===== src/rtl/tr_move_sequencer_pkg.sv =====
// Shared types and default widths for the TR move sequencer slice.
package tr_pkg;

  localparam int unsigned WIDTH_TR_DEF   = 16;
  localparam int unsigned WIDTH_CNT_DEF  = 32;
  localparam int unsigned SETTLE_CYC_DEF = 64;

  typedef enum logic [2:0] {
    IDLE,
    SETTLE,
    ACCEL,
    CRUISE,
    DECEL
  } tr_state_t;

endpackage


===== src/rtl/tr_move_sequencer_if.sv =====
// Command/status bundle between a move controller (master) and the sequencer (slave).
interface tr_move_if #(
  parameter int unsigned WIDTH_TR  = 16,
  parameter int unsigned WIDTH_CNT = 32
);

  logic                 start;
  logic                 stop;
  logic                 abort;
  logic                 dir_cmd;
  logic [WIDTH_CNT-1:0] pulse_num;
  logic [WIDTH_TR-1:0]  period_start;
  logic [WIDTH_TR-1:0]  period_target;
  logic [WIDTH_TR-1:0]  period_step;
  logic                 step_tick;

  logic                 drv_en;
  logic                 dir;
  logic [WIDTH_TR-1:0]  period;
  logic                 busy;
  logic                 done;
  logic                 aborted;
  logic [WIDTH_CNT-1:0] pulse_cnt;

  modport master (
    output start, stop, abort, dir_cmd, pulse_num,
           period_start, period_target, period_step, step_tick,
    input  drv_en, dir, period, busy, done, aborted, pulse_cnt
  );

  modport slave (
    input  start, stop, abort, dir_cmd, pulse_num,
           period_start, period_target, period_step, step_tick,
    output drv_en, dir, period, busy, done, aborted, pulse_cnt
  );

endinterface


===== src/rtl/tr_move_sequencer_ramp.sv =====
// Combinational saturating period adjust: period +/- step, clamped to limit.
module tr_ramp_step #(
  parameter int unsigned WIDTH = 16
) (
  input  logic [WIDTH-1:0] period,
  input  logic [WIDTH-1:0] step,
  input  logic [WIDTH-1:0] limit,
  input  logic             dir_up,
  output logic [WIDTH-1:0] next_period
);

  logic [WIDTH:0] sum;
  logic [WIDTH:0] diff;

  // Extra MSB catches carry/borrow so wraparound always clamps to limit
  always_comb begin
    sum         = {1'b0, period} + {1'b0, step};
    diff        = {1'b0, period} - {1'b0, step};
    next_period = period;
    if (dir_up) begin
      next_period = (sum > {1'b0, limit}) ? limit : sum[WIDTH-1:0];
    end else begin
      next_period = (diff[WIDTH] || (diff[WIDTH-1:0] < limit)) ? limit : diff[WIDTH-1:0];
    end
  end

endmodule


===== src/rtl/tr_move_sequencer.sv =====
// TR move sequencer: latches a move, settles direction, ramps the step period
// (accel/cruise/decel) while counting step ticks, and ends on count, stop or abort.
module tr_move_sequencer
  import tr_pkg::*;
#(
  parameter int unsigned WIDTH_TR   = WIDTH_TR_DEF,
  parameter int unsigned WIDTH_CNT  = WIDTH_CNT_DEF,
  parameter int unsigned SETTLE_CYC = SETTLE_CYC_DEF
) (
  input  logic     clk,
  input  logic     rst,
  tr_move_if.slave bus
);

  localparam logic [15:0] SETTLE_LAST = 16'(SETTLE_CYC - 1);

  tr_state_t            state_q;
  logic                 drv_en_q;
  logic                 dir_q;
  logic [WIDTH_TR-1:0]  period_q;
  logic                 busy_q;
  logic                 done_q;
  logic                 aborted_q;
  logic [WIDTH_CNT-1:0] pulse_cnt_q;

  logic [WIDTH_CNT-1:0] pnum_q;
  logic [WIDTH_TR-1:0]  pstart_q;
  logic [WIDTH_TR-1:0]  ptarget_q;
  logic [WIDTH_TR-1:0]  pstep_q;
  logic [WIDTH_CNT-1:0] accel_q;
  logic [15:0]          settle_q;
  logic                 stopping_q;

  logic [WIDTH_CNT-1:0] pulse_cnt_d;
  logic [WIDTH_CNT-1:0] rem;
  logic                 rem_zero;
  logic                 decel_due;
  logic [WIDTH_TR-1:0]  period_dn;
  logic [WIDTH_TR-1:0]  period_up;
  logic [WIDTH_TR-1:0]  target_sane;

  // Speed-up candidate: one step faster, never below the cruise period
  tr_ramp_step #(.WIDTH(WIDTH_TR)) u_ramp_dn (
    .period      (period_q),
    .step        (pstep_q),
    .limit       (ptarget_q),
    .dir_up      (1'b0),
    .next_period (period_dn)
  );

  // Slow-down candidate: one step slower, never above the start period
  tr_ramp_step #(.WIDTH(WIDTH_TR)) u_ramp_up (
    .period      (period_q),
    .step        (pstep_q),
    .limit       (pstart_q),
    .dir_up      (1'b1),
    .next_period (period_up)
  );

  // Tick bookkeeping and command sanitising
  always_comb begin
    pulse_cnt_d = (&pulse_cnt_q) ? pulse_cnt_q : pulse_cnt_q + WIDTH_CNT'(1);
    rem         = pnum_q - pulse_cnt_d;
    rem_zero    = (rem == '0);
    // Old accel count: the tick that triggers decel takes the first slow-down
    // step instead of another speed-up step, so the ramp stays symmetric.
    decel_due   = (rem <= accel_q);
    target_sane = ((bus.period_step == '0) || (bus.period_target > bus.period_start))
                  ? bus.period_start : bus.period_target;
  end

  // Move FSM with registered outputs and command latches
  always_ff @(posedge clk or posedge rst) begin
    if (rst) begin
      state_q     <= IDLE;
      drv_en_q    <= 1'b0;
      dir_q       <= 1'b0;
      period_q    <= '0;
      busy_q      <= 1'b0;
      done_q      <= 1'b0;
      aborted_q   <= 1'b0;
      pulse_cnt_q <= '0;
      pnum_q      <= '0;
      pstart_q    <= '0;
      ptarget_q   <= '0;
      pstep_q     <= '0;
      accel_q     <= '0;
      settle_q    <= '0;
      stopping_q  <= 1'b0;
    end else begin
      done_q <= 1'b0;
      if (state_q == IDLE) begin
        if (bus.start && !bus.abort) begin
          pnum_q      <= bus.pulse_num;
          pstart_q    <= bus.period_start;
          ptarget_q   <= target_sane;
          pstep_q     <= bus.period_step;
          pulse_cnt_q <= '0;
          aborted_q   <= 1'b0;
          dir_q       <= bus.dir_cmd;
          accel_q     <= '0;
          stopping_q  <= 1'b0;
          settle_q    <= '0;
          if (bus.pulse_num == '0) begin
            done_q <= 1'b1;
          end else begin
            state_q  <= SETTLE;
            busy_q   <= 1'b1;
            period_q <= bus.period_start;
          end
        end
      end else if (bus.abort) begin
        state_q   <= IDLE;
        busy_q    <= 1'b0;
        drv_en_q  <= 1'b0;
        done_q    <= 1'b1;
        aborted_q <= 1'b1;
      end else begin
        case (state_q)
          SETTLE: begin
            if (bus.stop) begin
              state_q <= IDLE;
              busy_q  <= 1'b0;
              done_q  <= 1'b1;
            end else if (settle_q == SETTLE_LAST) begin
              drv_en_q <= 1'b1;
              accel_q  <= '0;
              state_q  <= (ptarget_q == pstart_q) ? CRUISE : ACCEL;
            end else begin
              settle_q <= settle_q + 16'd1;
            end
          end
          ACCEL, CRUISE: begin
            if (bus.step_tick) begin
              pulse_cnt_q <= pulse_cnt_d;
              if (rem_zero) begin
                state_q  <= IDLE;
                busy_q   <= 1'b0;
                drv_en_q <= 1'b0;
                done_q   <= 1'b1;
              end else if (bus.stop) begin
                state_q    <= DECEL;
                stopping_q <= 1'b1;
              end else if (decel_due) begin
                state_q  <= DECEL;
                period_q <= period_up;
              end else if (state_q == ACCEL) begin
                period_q <= period_dn;
                accel_q  <= accel_q + WIDTH_CNT'(1);
                if (period_dn == ptarget_q) begin
                  state_q <= CRUISE;
                end
              end
            end else if (bus.stop) begin
              state_q    <= DECEL;
              stopping_q <= 1'b1;
            end
          end
          DECEL: begin
            if (bus.step_tick) begin
              pulse_cnt_q <= pulse_cnt_d;
              if (rem_zero || (stopping_q && (period_up == pstart_q))) begin
                state_q  <= IDLE;
                busy_q   <= 1'b0;
                drv_en_q <= 1'b0;
                done_q   <= 1'b1;
              end
              if (!rem_zero) begin
                period_q <= period_up;
              end
            end
          end
          default: begin
            state_q <= IDLE;
            busy_q  <= 1'b0;
          end
        endcase
      end
    end
  end

  assign bus.drv_en    = drv_en_q;
  assign bus.dir       = dir_q;
  assign bus.period    = period_q;
  assign bus.busy      = busy_q;
  assign bus.done      = done_q;
  assign bus.aborted   = aborted_q;
  assign bus.pulse_cnt = pulse_cnt_q;

endmodule


===== src/flat_wrapper.sv =====
// flat-port wrapper written by rule: the top's interface ports become plain ports
module tr_move_sequencer_flat import tr_pkg::*;
#(
  parameter int unsigned WIDTH_TR   = WIDTH_TR_DEF,
  parameter int unsigned WIDTH_CNT  = WIDTH_CNT_DEF,
  parameter int unsigned SETTLE_CYC = SETTLE_CYC_DEF
)
  (clk, rst, bus_start, bus_stop, bus_abort, bus_dir_cmd, bus_pulse_num, bus_period_start, bus_period_target, bus_period_step, bus_step_tick, bus_drv_en, bus_dir, bus_period, bus_busy, bus_done, bus_aborted, bus_pulse_cnt);
  tr_move_if #(.WIDTH_TR(WIDTH_TR), .WIDTH_CNT(WIDTH_CNT)) bus_i ();
  input  logic clk;
  input  logic rst;
  input wire logic [$bits(bus_i.start)-1:0] bus_start;
  input wire logic [$bits(bus_i.stop)-1:0] bus_stop;
  input wire logic [$bits(bus_i.abort)-1:0] bus_abort;
  input wire logic [$bits(bus_i.dir_cmd)-1:0] bus_dir_cmd;
  input wire logic [$bits(bus_i.pulse_num)-1:0] bus_pulse_num;
  input wire logic [$bits(bus_i.period_start)-1:0] bus_period_start;
  input wire logic [$bits(bus_i.period_target)-1:0] bus_period_target;
  input wire logic [$bits(bus_i.period_step)-1:0] bus_period_step;
  input wire logic [$bits(bus_i.step_tick)-1:0] bus_step_tick;
  output wire logic [$bits(bus_i.drv_en)-1:0] bus_drv_en;
  output wire logic [$bits(bus_i.dir)-1:0] bus_dir;
  output wire logic [$bits(bus_i.period)-1:0] bus_period;
  output wire logic [$bits(bus_i.busy)-1:0] bus_busy;
  output wire logic [$bits(bus_i.done)-1:0] bus_done;
  output wire logic [$bits(bus_i.aborted)-1:0] bus_aborted;
  output wire logic [$bits(bus_i.pulse_cnt)-1:0] bus_pulse_cnt;
  assign bus_i.start = bus_start;
  assign bus_i.stop = bus_stop;
  assign bus_i.abort = bus_abort;
  assign bus_i.dir_cmd = bus_dir_cmd;
  assign bus_i.pulse_num = bus_pulse_num;
  assign bus_i.period_start = bus_period_start;
  assign bus_i.period_target = bus_period_target;
  assign bus_i.period_step = bus_period_step;
  assign bus_i.step_tick = bus_step_tick;
  assign bus_drv_en = bus_i.drv_en;
  assign bus_dir = bus_i.dir;
  assign bus_period = bus_i.period;
  assign bus_busy = bus_i.busy;
  assign bus_done = bus_i.done;
  assign bus_aborted = bus_i.aborted;
  assign bus_pulse_cnt = bus_i.pulse_cnt;
  tr_move_sequencer #(.WIDTH_TR(WIDTH_TR), .WIDTH_CNT(WIDTH_CNT), .SETTLE_CYC(SETTLE_CYC)) u_core (.clk(clk), .rst(rst), .bus(bus_i));
endmodule

===== config.mk =====
export PLATFORM = sky130hd
export DESIGN_NAME = tr_move_sequencer_flat
export DESIGN_NICKNAME = d
export VERILOG_FILES = /design/src/rtl/tr_move_sequencer_pkg.sv /design/src/rtl/tr_move_sequencer_if.sv /design/src/rtl/tr_move_sequencer_ramp.sv /design/src/rtl/tr_move_sequencer.sv /design/src/flat_wrapper.sv
export SDC_FILE = /design/constraint.sdc
export NUM_CORES = 1
export LEC_CHECK = 0
export ABC_CLOCK_PERIOD_IN_PS = 7800
export CAP_MARGIN = 20
export CORE_ASPECT_RATIO = 0.5
export CORE_MARGIN = 2
export CORE_UTILIZATION = 35
export CTS_CLUSTER_DIAMETER = 30
export DETAILED_ROUTE_END_ITERATION = 6
export PLACE_DENSITY_LB_ADDON = 0.3
export SYNTH_ARGS = -nofsm -noshare
export SYNTH_HDL_FRONTEND = slang
export SYNTH_SLANG_ARGS = --single-unit

===== constraint.sdc =====
create_clock -name clk -period 7.8 [get_ports clk]
set_input_delay 0.78 -clock clk [delete_from_list [all_inputs] [get_ports clk]]
set_output_delay 0.78 -clock clk [all_outputs]
set_load 0.01 [all_outputs]

==> metrics.txt, run 1 <==
outcome finished clean; initial antenna violation count 0; sequential area share after synthesis 27.6%; Max clock buf depth 2; MaxCap Viol Count 0; first-pass GRT wire length 85,500 um; FF-to-FF setup slack 410 ps; Crit path largest cell delay 560 ps; Pre-antenna DRT Iters 7; Syn Area/Cell around 7.8 um2; final core occ slightly above 40%; worst path arrival time a little under 8000 ps; clock transition at the registers of the reported paths 90 ps; Post-CTS Hold Buffers 0; Period minus WS final 7390 ps; synthesis-to-layout area growth 16.6%; Tightest Pin Transition 1090 ps; count leader, synth nand2_1; post-synthesis cell area 16,800 um2; Rows 56; final wirelength ~54,000 um; DIE AREA around 50,000 um2; Synth Instances 2,141; Die Height 159 um; routed length per placed instance 18.6 um; Via Count ~16k; CTS root buffer clkbuf_16; area leader, netlist dfrtp_1; ratio of cells with drive above 1 in the final layout 5.84%; Detail Placement HPWL between 40,000 and 50,000 um; # IOs 140; maximum clock frequency 0.135 GHz; Yosys warning count 0; synth cell count leaders nand2_1, dfrtp_1, o21ai_0; Async SR Flop Fraction 100%; EDFF count, synth 0; Max Slew Vio Count 0; TritonCTS Sinks 185; max_slew headroom 26.9%; synthesized net count 2,376; Post-synth top flop dfrtp_1; Setup CP Type flop to flop; worst-path maximum fanout 32; HP Class flop to flop; startpoint types flop; Worst-Skew Late Latency 480 ps; # diodes 0; RR Endpoint u_core.bus.period[15]$_DFFE_PP0P_; DRT iter0 DRCs 1,005; post-synth top area share approximately 28%; Clock Skew 17.9 ps; TritonCTS clock tree done; Initial Utilization 35.7%; Worst EP required 8190 ps; worst flop-to-flop path startpoint u_core.bus.pulse_cnt[10]$_DFFE_PP0P_; Worst setup EP type flop; Slowest-stage cell, CP or4_1; DR vias/cell 5.59; final net count around 2.5k; die span in x 314 um; final hold violation count 0; Post-DRT Antenna Nets 0; Clock H-tree levels 4; GR Util All Layers 21.4%; cells on worst reg2reg path 30; floorplan core area 47,100 um2; largest net degree at the start of global routing 77; Yosys reg bits 185; hold path endpoint u_core.bus.dir$_DFFE_PP0P_; period utilisation layout 94.7%; DRC violations left 0; GP Congestion 0.938; Buffers on Ports ~140; hold path depth 2; # setup viols final 0; cell mode on critical path and3_1; post-synth cell types 91; total CTS buffers 17; vias in the first global route between 15k and 20k; Area contributors post-synth dfrtp_1, ha_1, nand2_1, o21ai_0, xnor2_1; Hold Crit Start u_core.bus.dir$_DFFE_PP0P_; grt ovf 0
## sequential cells by signal (all words and copies together) (netlist names), 3 cells and up
signal	count
u_core.pstep_q	16
u_core.settle_q	16
u_core.state_q	3
u_core.bus.period	16
u_core.accel_q	32
u_core.pnum_q	32
u_core.ptarget_q	16
u_core.pstart_q	16
u_core.bus.pulse_cnt	32
## what timing repair did
item | in CTS | in global routing
buffers inserted | 0 | 2
resized for setup | 0 | 19
setup endpoints to repair | 0 | 34
## stage by stage
step / cells / setup WS (ps) / instance area (um2) / hold WS [ps] / setup TNS [ps]
after floorplan: 2141 / 738 / 16800 / 452 / 0
after global placement: 2847 / 375 / 18800 / 471 / 0
after detailed placement: 2848 / 211 / 18800 / 473 / 0
after CTS: 2880 / 154 / 19500 / 493 / 0
after global routing: 2882 / -93.9 / 19600 / 512 / -771
final: 2882 / 415 / 19600 / 485 / 0
## how the worst max path moves through the flow
stage	from	end	depth (start not counted)
2_1_floorplan	u_core.bus.pulse_cnt[20]$_DFFE_PP0P_	u_core.bus.period[12]$_DFFE_PP0P_	31
3_3_place_gp	u_core.bus.pulse_cnt[20]$_DFFE_PP0P_	u_core.bus.period[2]$_DFFE_PP0P_	29
3_5_place_dp	u_core.bus.pulse_cnt[20]$_DFFE_PP0P_	u_core.bus.period[12]$_DFFE_PP0P_	29
4_1_cts	u_core.bus.pulse_cnt[20]$_DFFE_PP0P_	u_core.bus.period[12]$_DFFE_PP0P_	29
5_1_grt	u_core.bus.pulse_cnt[10]$_DFFE_PP0P_	u_core.bus.period[6]$_DFFE_PP0P_	30
6_report	u_core.bus.pulse_cnt[10]$_DFFE_PP0P_	u_core.bus.period[15]$_DFFE_PP0P_	30
## kinds of logic after synthesis
logic type | count (synthesis) | synth area share (%)
flip-flops | 185 | 27.6
buffers and inverters | 244 | 5.68
AO/OA/AOI/OAI | 561 | 20.9
adder cells (fa/ha/maj) | 148 | 11.2
AND/OR/NAND/NOR | 800 | 23.3
XOR/XNOR | 139 | 7.49
multiplexers | 64 | 3.95
## metal layers
layer	track usage (%)	vias up	wire length, um
li1	-	7874	-
met1	29.0	7752	24800
met2	35.4	422	24900
met3	3.04	73	2700
met4	6.22	0	1230
met5	0	-	0
## critical path: cells and delay by family, from the launching register on
family	cells	cell delay, ps
simple gates	13	3400
compound gates	11	1980
fa+ha+maj	2	670
flops	1	490
buf+inv	2	410
xor+xnor	2	330
## final cells by class
cell class                      instances  area (um2)
Sequential cell                       185        4630
Clock inverter                         15         228
Inverter                              148         563
Clock buffer                           17         425
Multi-Input combinational cell       1712       11300
Tap cell                              638         798
Fill cell                            4835       27500
Timing Repair Buffer                  167        1610
## placed cells by master (no fill, tap or decap), types with 27 or more instances in the layout
cell type | netlist | final
a21o_1 | 40 | 40
a21oi_1 | 139 | 135
buf_4 | 2 | 27
clkdlybuf4s50_1 | 0 | 139
dfrtp_1 | 185 | 182
ha_1 | 145 | 144
inv_1 | 148 | 147
mux2i_1 | 49 | 49
nand2_1 | 281 | 281
nand3_1 | 66 | 65
nand4_1 | 47 | 47
nor2_1 | 154 | 154
nor3_1 | 54 | 52
nor4_1 | 44 | 43
o21ai_0 | 168 | 166
xnor2_1 | 90 | 90
xor2_1 | 46 | 46
Power of run 1 is left out: the tool's default activity adds up to more than one toggle a clock period on the data nets, which glitch-free logic cannot reach.
==> inputs of run 2 (changes only) <==
CORE_UTILIZATION = 60   (was 35)
==> run 2 against run 1 <==
  * Wire length shrank 4.9%
  * Highest routed layer unchanged
  * Flip-flop and latch count unchanged
  * Register-to-register slack worse by 60 ps
  * Global-route usage grew 14 points
  * Utilization increased by 28 points
==> metrics.txt, run 2 (same netlist as run 1, synthesis figures left out) <==
grt ovf 0 (unchanged); synthesis-to-layout area growth 14.1%; final net count 2,460 (-0.24%); Period minus WS final 7450 ps (+64.0 ps); Slowest-stage cell, CP or4_1; clock transition at the registers of the reported paths 80 ps (about the same); routed length per placed instance 19.5 um (+4.6%); Worst-Skew Late Latency 470 ps (about the same); Buffers on Ports 139 (unchanged); GP Congestion 1.02 (+9.1%); HP Class flop to flop; hold_ws 475 ps (-10.3 ps); total CTS buffers 17 (unchanged); GR Util All Layers 35.3% (+14 points); Worst setup EP type flop; Tightest Pin Transition 1130 ps (+32.4 ps); maximum clock frequency 0.134 GHz (-0.86%); DRC violations left 0 (unchanged); Max Slew Vio Count 0 (unchanged); DIE AREA 29,400 um2 (-41%); Via Count 16.6k (+3.2%); TritonCTS Sinks 185 (unchanged); floorplan core area 27,600 um2 (-41%); worst-path maximum fanout 32 (unchanged); Fillers 2,315 (-52%); die span in x 241 um (-23%); worst path arrival time 7830 ps (+60 ps); TritonCTS clock tree done; Clock H-tree levels 4 (unchanged); Initial Utilization 60.9% (+25 points); FF-to-FF setup slack 350 ps (-60 ps); Clock Skew 13.5 ps (-4.39 ps); DRT iter0 DRCs 1,887 (+88%); final wirelength 51,000 um (-4.9%); ratio of cells with drive above 1 in the final layout 5.76% (-0.074 points); outcome finished clean; Rows 43 (-23%); CTS root buffer clkbuf_16; largest net degree at the start of global routing 126 (+64%); # diodes 0 (unchanged); period utilisation layout 95.5% (+0.82 points); Crit path largest cell delay 570 ps (about the same); initial antenna violation count 0 (unchanged); Die Height 122 um (-23%); DR vias/cell 6.35 (+13%); most common cell after layout, fill and taps aside nand2_1; Post-DRT Antenna Nets 0 (unchanged); Setup CP Type flop to flop; startpoint types flop; final hold violation count 0 (unchanged); max_slew headroom 24.7% (-2.2 points); most frequent cells in the layout nand2_1, dfrtp_1, o21ai_0, nor2_1, inv_1; Final WS setup 351 ps (-64.0 ps); # IOs 140 (unchanged); MaxCap Viol Count 0 (unchanged); pre-CTS WS 189 ps (-22.0 ps); Max clock buf depth 2 (unchanged); final core occ 69.5% (+28 points); Pre-antenna DRT Iters 6 (-1); Worst EP required 8180 ps (about the same); vias in the first global route 15.9k (+1.0%); Detail Placement HPWL 37,700 um (-8.6%); # setup viols final 0 (unchanged); Post-CTS Hold Buffers 0 (unchanged); first-pass GRT wire length 82,300 um (-3.8%)
-- run 2: metal layers --
layer  GRT usage, %  vias to the layer above  wire length [um]
li1               -                     7836                 -
met3           6.41                      133              4050
met4           13.6                        0              1780
met2           58.1                      746             23600
met5              0                        -                 0
met1           46.7                     7915             21600
-- run 2: timing repair --
| action | in CTS | in global routing |
|---|---|---|
| hold endpoints to repair | 0 | 0 |
| buffers inserted | 0 | 0 |
| gates resized for setup | 0 | 27 |
| setup endpoints to repair | 0 | 48 |
-- run 2: final timing paths --
check	start	end	cells past startpoint
worst min register to register	u_core.bus.dir$_DFFE_PP0P_	u_core.bus.dir$_DFFE_PP0P_	2
worst max register to register	u_core.bus.pulse_cnt[19]$_DFFE_PP0P_	u_core.bus.period[12]$_DFFE_PP0P_	30
max in group asynchronous	rst	u_core.pstep_q[13]$_DFFE_PP0P_	3
worst max-delay path	u_core.bus.pulse_cnt[19]$_DFFE_PP0P_	u_core.bus.period[12]$_DFFE_PP0P_	30
min in group asynchronous	rst	u_core.bus.pulse_cnt[29]$_DFFE_PP0P_	2
worst min-delay path	u_core.bus.dir$_DFFE_PP0P_	u_core.bus.dir$_DFFE_PP0P_	2
-- run 2: through the flow --
step | area [um2] | instances | setup TNS [ps]
after floorplan | 16800 | 2141 | 0
after global placement | 18500 | 2587 | 0
after detailed placement | 18500 | 2587 | 0
after CTS | 19000 | 2619 | 0
after global routing | 19200 | 2620 | -647
final | 19200 | 2620 | 0
-- run 2: area by class of cell --
class	count	area [um2]	area share, %
Multi-Input combinational cell	1712	11400	59.3
Sequential cell	185	4630	24.2
Timing Repair Buffer	161	1560	8.16
Inverter	148	563	2.94
Tap cell	382	478	2.49
Clock buffer	18	429	2.24
Clock inverter	14	135	0.705
-- run 2: critical path: cells and delay by family, from the launching register on --
family                     cells  cell delay [ps]
AOI/OAI and AO/OA             12             2120
xor gates and xnor gates       2              470
adders and majority gates      2              570
buffers and inverters          2              400
DFF                            1              490
and+or+nand+nor               12             3310
Power of run 2 is left out for the same reason.
